--- src/rtl/seq_add_pkg.sv ---
// Shared definitions for the sequential 64-bit adder/subtractor:
// slice geometry and the controller state encoding.
package seq_add_pkg;

    // Width of the single time-shared adder slice.
    localparam int CHUNK_W    = 16;
    // Number of slices per operand; operand width is CHUNK_W * NUM_CHUNKS.
    localparam int NUM_CHUNKS = 4;
    localparam int DATA_W     = CHUNK_W * NUM_CHUNKS;

    // Controller states. IDLE waits for an operation, RUN walks the slices
    // (one per cycle), DONE presents the result until the consumer takes it.
    typedef enum logic [1:0] {
        IDLE = 2'd0,
        RUN  = 2'd1,
        DONE = 2'd2
    } state_e;

endpackage : seq_add_pkg

--- src/rtl/add_chunk16.sv ---
// Combinational CHUNK_W-bit adder slice. Besides the carry out of the MSB it
// exposes the carry into the MSB, which the top level needs to derive
// two's-complement overflow on the last slice.
module add_chunk16
    import seq_add_pkg::*;
#(
    parameter int CHUNK_W = seq_add_pkg::CHUNK_W
) (
    input  logic [CHUNK_W-1:0] a,
    input  logic [CHUNK_W-1:0] b,
    input  logic               cin,
    output logic [CHUNK_W-1:0] sum,
    output logic               cout,
    output logic               c_msb
);

    logic [CHUNK_W-1:0] low;
    logic [1:0]         top;

    // Add the low CHUNK_W-1 bits first so the carry into the MSB is visible,
    // then finish the MSB with that carry.
    always_comb begin
        low   = {1'b0, a[CHUNK_W-2:0]} + {1'b0, b[CHUNK_W-2:0]}
              + {{(CHUNK_W-1){1'b0}}, cin};
        top   = {1'b0, a[CHUNK_W-1]} + {1'b0, b[CHUNK_W-1]} + {1'b0, low[CHUNK_W-1]};
        sum   = {top[0], low[CHUNK_W-2:0]};
        cout  = top[1];
        c_msb = low[CHUNK_W-1];
    end

endmodule : add_chunk16

--- src/rtl/seq_add64.sv ---
// Sequential adder/subtractor: one CHUNK_W-bit adder is reused over
// NUM_CHUNKS cycles, carry rippling between slices through a register.
//
// Handshake: both ports use valid/ready. A transfer happens on a rising edge
// where valid and ready are both 1. in_ready is high only in IDLE (and out
// of reset); out_valid is high only in DONE, and sum/cout/ovf are stable for
// as long as out_valid is high and out_ready is low.
module seq_add64
    import seq_add_pkg::*;
#(
    parameter int CHUNK_W    = seq_add_pkg::CHUNK_W,
    parameter int NUM_CHUNKS = seq_add_pkg::NUM_CHUNKS
) (
    input  logic                          clk,
    input  logic                          rst_n,
    input  logic                          in_valid,
    output logic                          in_ready,
    input  logic [CHUNK_W*NUM_CHUNKS-1:0] a,
    input  logic [CHUNK_W*NUM_CHUNKS-1:0] b,
    input  logic                          cin,
    input  logic                          sub,
    output logic                          out_valid,
    input  logic                          out_ready,
    output logic [CHUNK_W*NUM_CHUNKS-1:0] sum,
    output logic                          cout,
    output logic                          ovf,
    output state_e                        dbg_state
);

    localparam int IDX_W = (NUM_CHUNKS > 1) ? $clog2(NUM_CHUNKS) : 1;
    localparam logic [IDX_W-1:0] LAST_IDX = IDX_W'(NUM_CHUNKS - 1);

    state_e             state_q;
    state_e             state_d;
    logic               accept;
    logic               last_slice;

    logic [IDX_W-1:0]   idx_q;
    logic               carry_q;
    logic [CHUNK_W-1:0] a_q   [NUM_CHUNKS];
    logic [CHUNK_W-1:0] b_q   [NUM_CHUNKS];
    logic [CHUNK_W-1:0] sum_q [NUM_CHUNKS];
    logic               cout_q;
    logic               ovf_q;

    logic [CHUNK_W-1:0] slice_sum;
    logic               slice_cout;
    logic               slice_cmsb;

    // The only adder in the design; the operand slices are selected by idx.
    add_chunk16 #(
        .CHUNK_W (CHUNK_W)
    ) u_add (
        .a     (a_q[idx_q]),
        .b     (b_q[idx_q]),
        .cin   (carry_q),
        .sum   (slice_sum),
        .cout  (slice_cout),
        .c_msb (slice_cmsb)
    );

    // Controller state register.
    always_ff @(posedge clk) begin
        if (!rst_n) begin
            state_q <= IDLE;
        end else begin
            state_q <= state_d;
        end
    end

    // Next-state logic and the accept/last-slice strobes.
    always_comb begin
        state_d    = state_q;
        accept     = 1'b0;
        last_slice = 1'b0;
        case (state_q)
            IDLE: begin
                if (in_valid && in_ready) begin
                    accept  = 1'b1;
                    state_d = RUN;
                end
            end
            RUN: begin
                if (idx_q == LAST_IDX) begin
                    last_slice = 1'b1;
                    state_d    = DONE;
                end
            end
            DONE: begin
                if (out_ready) begin
                    state_d = IDLE;
                end
            end
            default: begin
                state_d = IDLE;
            end
        endcase
    end

    // Operand capture. Subtraction is folded in here: b is inverted once and
    // the initial carry is cin^sub, so the slice loop only ever adds.
    always_ff @(posedge clk) begin
        if (accept) begin
            for (int i = 0; i < NUM_CHUNKS; i++) begin
                a_q[i] <= a[i*CHUNK_W +: CHUNK_W];
                b_q[i] <= b[i*CHUNK_W +: CHUNK_W] ^ {CHUNK_W{sub}};
            end
        end
    end

    // Slice walk: one slice per RUN cycle, carry held between slices; flags
    // are only written from the last slice so they keep the old result
    // until then.
    always_ff @(posedge clk) begin
        if (!rst_n) begin
            idx_q   <= '0;
            carry_q <= 1'b0;
            cout_q  <= 1'b0;
            ovf_q   <= 1'b0;
            for (int i = 0; i < NUM_CHUNKS; i++) begin
                sum_q[i] <= '0;
            end
        end else if (accept) begin
            idx_q   <= '0;
            carry_q <= cin ^ sub;
        end else if (state_q == RUN) begin
            sum_q[idx_q] <= slice_sum;
            carry_q      <= slice_cout;
            if (last_slice) begin
                cout_q <= slice_cout;
                ovf_q  <= slice_cmsb ^ slice_cout;
            end else begin
                idx_q <= idx_q + IDX_W'(1);
            end
        end
    end

    // Reassemble the result word from the slice registers.
    for (genvar g = 0; g < NUM_CHUNKS; g++) begin : g_sum
        assign sum[g*CHUNK_W +: CHUNK_W] = sum_q[g];
    end

    assign in_ready  = (state_q == IDLE) && rst_n;
    assign out_valid = (state_q == DONE);
    assign cout      = cout_q;
    assign ovf       = ovf_q;
    assign dbg_state = state_q;

endmodule : seq_add64

--- config.mk ---
export PLATFORM = sky130hd
export DESIGN_NAME = seq_add64
export DESIGN_NICKNAME = d
export VERILOG_FILES = /design/src/rtl/seq_add_pkg.sv /design/src/rtl/add_chunk16.sv /design/src/rtl/seq_add64.sv
export SDC_FILE = /design/constraint.sdc
export NUM_CORES = 1
export LEC_CHECK = 0
export CAP_MARGIN = 20
export CORE_UTILIZATION = 52
export CTS_BUF_LIST = sky130_fd_sc_hd__clkbuf_16
export DETAILED_ROUTE_END_ITERATION = 8
export PLACE_DENSITY = 0.94
export SLEW_MARGIN = 20
export SYNTH_ARGS = -nofsm -noshare
export SYNTH_HDL_FRONTEND = slang
export SYNTH_SLANG_ARGS = --single-unit
--- constraint.sdc ---
create_clock -name clk -period 13.2 [get_ports clk]
set_clock_uncertainty 0.2 [all_clocks]
set_input_delay 2.64 -clock clk [delete_from_list [all_inputs] [get_ports clk]]
set_output_delay 2.64 -clock clk [all_outputs]
set_load 0.01 [all_outputs]
Yosys cells after proc, flatten, opt, wreduce, memory -nomap -nowiden

Memory sizes are Yosys's and may differ from the RTL's. A register that Yosys moved wholly into a read port is not among the register bits.
Index checks and enable logic that the tools add are counted.

Reduce and logical (&&, ||, !) cells: 9
Muxes and demuxes: 24
Add/subtract/negate cells: 5
Equal/unequal tests: 6
Bitwise logic cells: 9

Operators with widths:

| operator              | number |
|---|---|
| $xor A16 B16 Y16      | 4 |
| $add A15 B15 Y16      | 1 |
| $add A16 B1 Y16       | 1 |
| $mux W16              | 1 |
| $mux W2               | 8 |
| $reduce_or A16 Y1     | 1 |
| $mux W1               | 14 |
| $pmux W2 S3           | 1 |
| $reduce_and A3 Y1     | 2 |
| $eq A2 B2 Y1 const B  | 2 |
| $ne A2 B2 Y1 const B  | 2 |
| $not A1 Y1            | 3 |
| $add A1 B1 Y2         | 1 |
| $add A2 B1 Y2         | 1 |
| $add A2 B1 Y2 const B | 1 |
| $eq A2 B1 Y1 const B  | 1 |
| $logic_and A1 B1 Y1   | 2 |
| $logic_not A2 Y1      | 1 |
| $ne A2 B1 Y1 const B  | 1 |
| $reduce_and A2 Y1     | 1 |
| $reduce_bool A2 Y1    | 1 |
| $reduce_or A2 Y1      | 1 |
| $xor A1 B1 Y1         | 2 |

Register bits: 7
Memories kept: 3
Word-level logic and storage cells: 61
Input port bits: 134
Memory bits (writable): 192

Memory list:

| name  | depth | width | read ports | clocked after memory_dff | wr ports | RTL line        | RTL |
|---|---|---|---|---|---|---|---|
| a_q   | 4     | 16    | 1          | 1                        | 4        | seq_add64.sv:40 | `logic [CHUNK_W-1:0] a_q [NUM_CHUNKS];` |
| b_q   | 4     | 16    | 1          | 1                        | 4        | seq_add64.sv:41 | `logic [CHUNK_W-1:0] b_q [NUM_CHUNKS];` |
| sum_q | 4     | 16    | 4          | 0                        | 4        | seq_add64.sv:42 | `logic [CHUNK_W-1:0] sum_q [NUM_CHUNKS];` |

Longest topological paths before layout

Word-level depth: 10
Mapped depth: 13
Mapped depth without buffers: 11

Modules after synthesis

Synthesis repeated with hierarchy kept, for this count alone.

Cells, all modules: 524
Area, all modules: 8764.7 sq um

Modules (own cells, without submodules):

| module      | times used | area each (sq um) | cells an instance | sequential area each (sq um) |
|---|---|---|---|---|
| seq_add64   | 1          | 8018.9            | 424               | 5945.7 |
| add_chunk16 | 1          | 745.7             | 100               | 0.0 |

Worst setup path after synthesis

No wires, ideal clock.

Path kind: input-to-reg
Start: input port rst_n
End: memory a_q[0][0] (enable)
Stages on the path: 4
Path slack: 6.847 ns
Arrival time: 5.672 ns
Required time: 12.520 ns
Library setup time: 0.480 ns
Cells stage by stage: inv_2 nor3_1 nand2_1 inv_1

RTL lines:

| element            | RTL line        | RTL |
|---|---|---|
| start: declaration | seq_add64.sv:15 | `input logic rst_n,` |
| end: declaration   | seq_add64.sv:40 |  |

Worst setup path in the final report

Start: input port rst_n
End: output port in_ready

Cells in the longest elaborated chain, start to end: 1

RTL lines:

| element             | RTL line         | RTL |
|---|---|---|
| $logic_and A1 B1 Y1 | seq_add64.sv:143 | `assign in_ready = (state_q == IDLE) && rst_n;` |
| end: declaration    | seq_add64.sv:17  | `output logic in_ready,` |

Every way passes these cells.

==> out/results.tsv <==
stage	metric	value	unit
power	ir_drop	0.0000922	V
clock_network	clk_pin_slew	0.06	ns
job	drv_cap	0	
global_route	busiest_layer	met2	
power	power_density	137	nW/µm²
global_route	grt_first_pass_wirelength	29.5	mm
final_layout	num-nets-final	900	
drt	drt_iter0_drc	361	
die	core_area	16500	µm²
placed_design	hpwlAfterDp	13.9	mm
sta	rsz0062_at_grt	no	
yosys	synthCells	549	
sta	hold_violations	0	
setup_path	path_common_cell	clkdlybuf4s50_1	
sta	finalCritPeriodShare	53.8	%
clock_network	hold_buffers	0	
final_layout	final_common_cell	clkdlybuf4s50_1	
yosys	syn_area_per_cell	15.9	µm²
sta	setup_viol	0	
yosys	ys.flop_type	edfxtp_1	
final_layout	final_cell_mix	clkdlybuf4s50_1, edfxtp_1, xor2_1	
power	finalPower	1.57	mW
clock_network	cts_sinks	201	
final_layout	drive_above_1_share	10.5	%
clock_network	cts-root-buf	clkbuf_16	
setup_path	crit_chain	clkdlybuf4s50_1 -> inv_2 -> nor3_1 -> clkdlybuf4s50_1	
drt	postRouteAntennaNets	0	
sta	fmax	0.141	GHz
global_route	antenna_found_initial	0	
clock_network	cts_made_buffers	20	
yosys	ys_seq_area_share	68.1	%
status	status	complete, no violations	
placed_design	dp.cells	946	
yosys	yosys.cell_types.count	51	
die	ioPinCount	204	
setup_path	critPathTopFamily	buffers and inverters	
setup_path	cp_num_buf_inv	3	
sta	slew_viol_final	0	
global_route	met1_usage	27.6	%
setup_path	slowest_delay	0.63	ns
global_route	met3_usage	3.51	%
hold_path	min_path_type	flip-flop to flip-flop	
drt	vias	5369	
sta	relSlewSlack	34.5	%
global_route	track_usage	22.0	%
sta	holdWs	0.347	ns
clock_network	cts_tree	yes	
global_route	grt_start_max_net_pins	97	
setup_path	worstPathMaxFanout	7	
drt	viasPerCell	5.47	
die	die-width	132	µm
clock_network	post_cts_resized	0	
final_layout	area_growth_syn_to_layout	31.9	%
drt	dr.pass1.iters	5	
sta	min_period	7.10	ns
setup_path	crit_required	10.36	ns
die	initial_core_util	53.1	%
sta	worst_slew_pin_slew	0.983	ns
power	p_leak	4.09	nW
drt	drc	0	
sta	setup_tns	0	ns
yosys	ys_ff_latch	201	
setup_path	path_class	input pin to output port	
setup_path	critPathCaptureType	output port	
yosys	yosysWarningCount	0	
global_route	grt_pass1_vias	5572	
clock_network	clock_latency	0.48	ns
die	rows	47	
clock_network	cts_setup_buffers	0	
clock_network	clock_path_buffers	3	
global_route	grt_use_met2	39.2	%
die	die-area	17300	µm²
clock_network	cts_max_level	1	
setup_path	rrSetupSlack	9.00	ns
final_layout	diodes	0	
drt	wl	18.7	mm
global_route	grt_overflow	0	
setup_path	start_kind	input pin	
final_layout	stdcell_count	982	
final_layout	post-route-cell-area	11500	µm²
die	fp.dieH	132	µm
yosys	syn_nets	701	
drt	avgRoutedWirePerCell	19.1	µm
yosys	async_flop_share	0	%
placed_design	numPortBuffers	203	
placed_design	gp_congestion	0.878	
setup_path	crit_slowest_cell	clkdlybuf4s50_1	
setup_path	cp.arrival	4.26	ns
placed_design	placed_area	10900	µm²
yosys	synth_edf_count	192	
yosys	syn_area	8740	µm²
layer usage:
layer / up-vias / share of wire [%]
met5: - / 0
li1: 2466 / -
met2: 281 / 52
met4: 0 / 2.3
met3: 35 / 6.7
met1: 2587 / 39
Yosys cell counts (5+ instances only):
library cell	instances	area (µm²)
mux4_2	32	721
xor2_1	67	587
inv_1	13	48.8
nand3_1	5	25.0
nor2_2	9	56.3
dfxtp_1	9	180
ha_1	15	188
o21ai_0	8	40.0
edfxtp_1	192	5770
a21o_1	5	37.5
a21oi_1	16	80.1
o21a_1	6	45.0
nand2_1	25	93.8
nor3_1	25	125
clkbuf_1	14	52.6
buf_2	12	60.1
nor2_1	40	150
report_power, final:
part | total, mW | switching, mW | internal [mW]
clock network | 0.513 | 0.226 | 0.287
logic | 0.297 | 0.159 | 0.138
registers | 0.764 | 0.0174 | 0.746
sequential cells by signal (all words and copies together), names as in the netlist, named ones only:
| register | flops |
|---|---|
| b_q | 64 |
| idx_q | 2 |
| ovf | 1 |
| a_q | 64 |
| sum_q | 64 |
| dbg_state | 2 |
| carry_q | 1 |
| cout | 1 |
worst register-to-register path: cells and delay by family, from the launching register on:
family / cells / cell delay (ns)
mux: 1 / 0.59
flops: 1 / 0.63
simple gates: 2 / 0.24
buf+inv: 1 / 0.47
compound gates: 5 / 1.04
fa+ha+maj: 2 / 0.96
through the flow:
| stage | worst slack, ns | util (%) |
|---|---|---|
| 5_1_grt | 6.08 | 70.0 |
| 4_1_cts | 6.11 | 70.0 |
| 3_3_place_gp | 6.12 | 66.4 |
| 2_1_floorplan | 6.85 | - |
| 3_5_place_dp | 6.12 | 66.4 |
| 6_report | 6.10 | 70.0 |
final cells by class:
cell class	count	area, µm²
Sequential cell	201	5950
Tap cell	220	275
Inverter	14	55.1
Timing Repair Buffer	206	2060
Clock buffer	21	526
Multi-Input combinational cell	305	2600
Clock inverter	15	66.3
Fill cell	1028	4940
worst paths after layout:
| path | cells past startpoint | end | start |
|---|---|---|---|
| worst min-delay path | 2 | cout | cout |
| worst max register to register | 11 | ovf | flip-flop |
| worst max-delay path | 4 | in_ready | rst_n |
| worst min register to register | 2 | cout | cout |
kinds of logic (layout without fill, tap and decap cells):
group,Yosys count,after routing,synth area share (%)
AND/OR/NAND/NOR,125,125,6.72
adder cells (fa/ha/maj),18,18,2.84
XOR/XNOR,71,71,7.12
flip-flops,201,201,68.1
buffers and inverters,43,256,2.19
multiplexers,35,35,8.59
AO/OA/AOI/OAI,56,56,4.48
Note: power is estimated with default switching activity, not from simulation.
==> RTL edit: new RTL, same settings <==
Change the package constant `NUM_CHUNKS` from 4 to 8.
--- a/src/rtl/seq_add_pkg.sv
+++ b/src/rtl/seq_add_pkg.sv
@@ -5,7 +5,7 @@
     // Width of the single time-shared adder slice.
     localparam int CHUNK_W    = 16;
     // Number of slices per operand; operand width is CHUNK_W * NUM_CHUNKS.
-    localparam int NUM_CHUNKS = 4;
+    localparam int NUM_CHUNKS = 8;
     localparam int DATA_W     = CHUNK_W * NUM_CHUNKS;
 
     // Controller states. IDLE waits for an operation, RUN walks the slices
Ports: changed (resized a, b and sum); port bits go from 204 to 396. The function was not compared with the original's and may differ.
==> RTL edit against the unedited design <==
  * Final area is 93% higher
  * Wire length up 120%
  * Combinational power increased by 61%
  * Synthesized area rose by 91%
  * Synthesized cell count up 79%
  * Critical path type unchanged
  * Final cell count up 83%
  * Total power up 92%
  * Worst setup slack gained 0.10 ns
  * Count of clock-buffer cells in the layout up 19
  * Sequential cell count grew 194
  * Highest routed layer unchanged
==> RTL edit: results <==
[power]
leakagePower_nw = 7.746
peakVddDrop_mv = 0.1269

[floorplan]
die_area_um2 = 32850

[grt]
grt_use_met2_pct = 46.29
grt_pass1_vias = 10591
use_met3_pct = 5.120
grt_max_degree = 191
grt_usage_pct = 25.50
grt_pass1_wl_mm = 62.10

[cells_and_area]
reg_top3 = "a_q (128), b_q (128), sum_q (128)"
fillers = 1918
drive_gt1_share_pct = 11.81

[yosys]
ys_seq_area_share_pct = 70.34
synth_commonest_cells = "edfxtp_1 (384), xor2_1 (132), nor2_1 (109)"
ys_types = 48
yosys-top-cells-area = "edfxtp_1 (69%), mux4_2 (8.6%), xor2_1 (6.9%)"
synth.area.mux_share_pct = 10.87
synth-edff-count = 384
synth_xor_area_share_pct = 7.227
synth_compound_area_share_pct = 2.771
synth_nets = 1264

[clock_network]
numCtsBuffers = 40
clock_latency_ns = 0.54

[place]
io_buffers = 395
dp_hpwl_mm = 29.38
place.gp.congestion = 0.8486

[routing]
wl_mm = 41.64
drt-pass1-iter-count = 6
wl_met2_mm = 21.98
drt_iter0_drc = 1090
wl_met3_mm = 3.449
vias = 10129
met1_length_mm = 14.94

[sta]
slew_headroom_pct = 22.31

[critical_path]
critical_path.max_fanout = 18
crit_arrival_ns = 4.15

[outcome]
status = "completed"
## RTL edit: cell count changes after synthesis, moves of 11 or more
cell | before | now
xor2_1 | 67 | 132
nor2_1 | 40 | 109
edfxtp_1 | 192 | 384
nor3_1 | 25 | 36
mux4_2 | 32 | 64
clkbuf_1 | 14 | 29
buf_2 | 12 | 26
mux2_2 | 0 | 28
## RTL edit: cell type report
class	instances	area, um^2	share of cell area, %
clock buffers	40	1001	4.507
inverters	7	26.28	0.1183
multi-input cells	521	4671	21.03
repair buffers	402	4020	18.10
clock inverters	32	227.7	1.025
diodes	1	2.502	0.01127
flip-flops and latches	395	11760	52.95
well taps	402	503.0	2.265
## RTL edit: report_power, final
part / total, mW / internal [mW] / switching, mW
registers: 1.47 / 1.44 / 0.0271
clock network: 1.07 / 0.609 / 0.456
logic: 0.478 / 0.210 / 0.268
total: 3.02 / 2.26 / 0.751
## RTL edit: worst paths after layout
path | end | slack (ns) | depth (start not counted)
setup reg to reg | ovf$_SDFFE_PN0P_ | 7.96 | 13
setup / recovery | in_ready | 6.21 | 5
hold reg to reg | cout$_SDFFE_PN0P_ | 0.34 | 1
hold / removal | cout$_SDFFE_PN0P_ | 0.34 | 1
## RTL edit: per-stage QoR
| stage | instance area [um^2] | utilization (%) | hold WS [ns] | setup slack, ns |
|---|---|---|---|---|
| after floorplan | 16710 | - | 0.2938 | 3.277 |
| after global placement | 20980 | 66.47 | 0.3117 | 6.226 |
| after detailed placement | 20980 | 66.47 | 0.3274 | 6.220 |
| after CTS | 22200 | 70.36 | 0.3392 | 6.212 |
| after global routing | 22210 | 70.39 | 0.3478 | 6.126 |
| final | 22210 | 70.39 | 0.3415 | 6.207 |
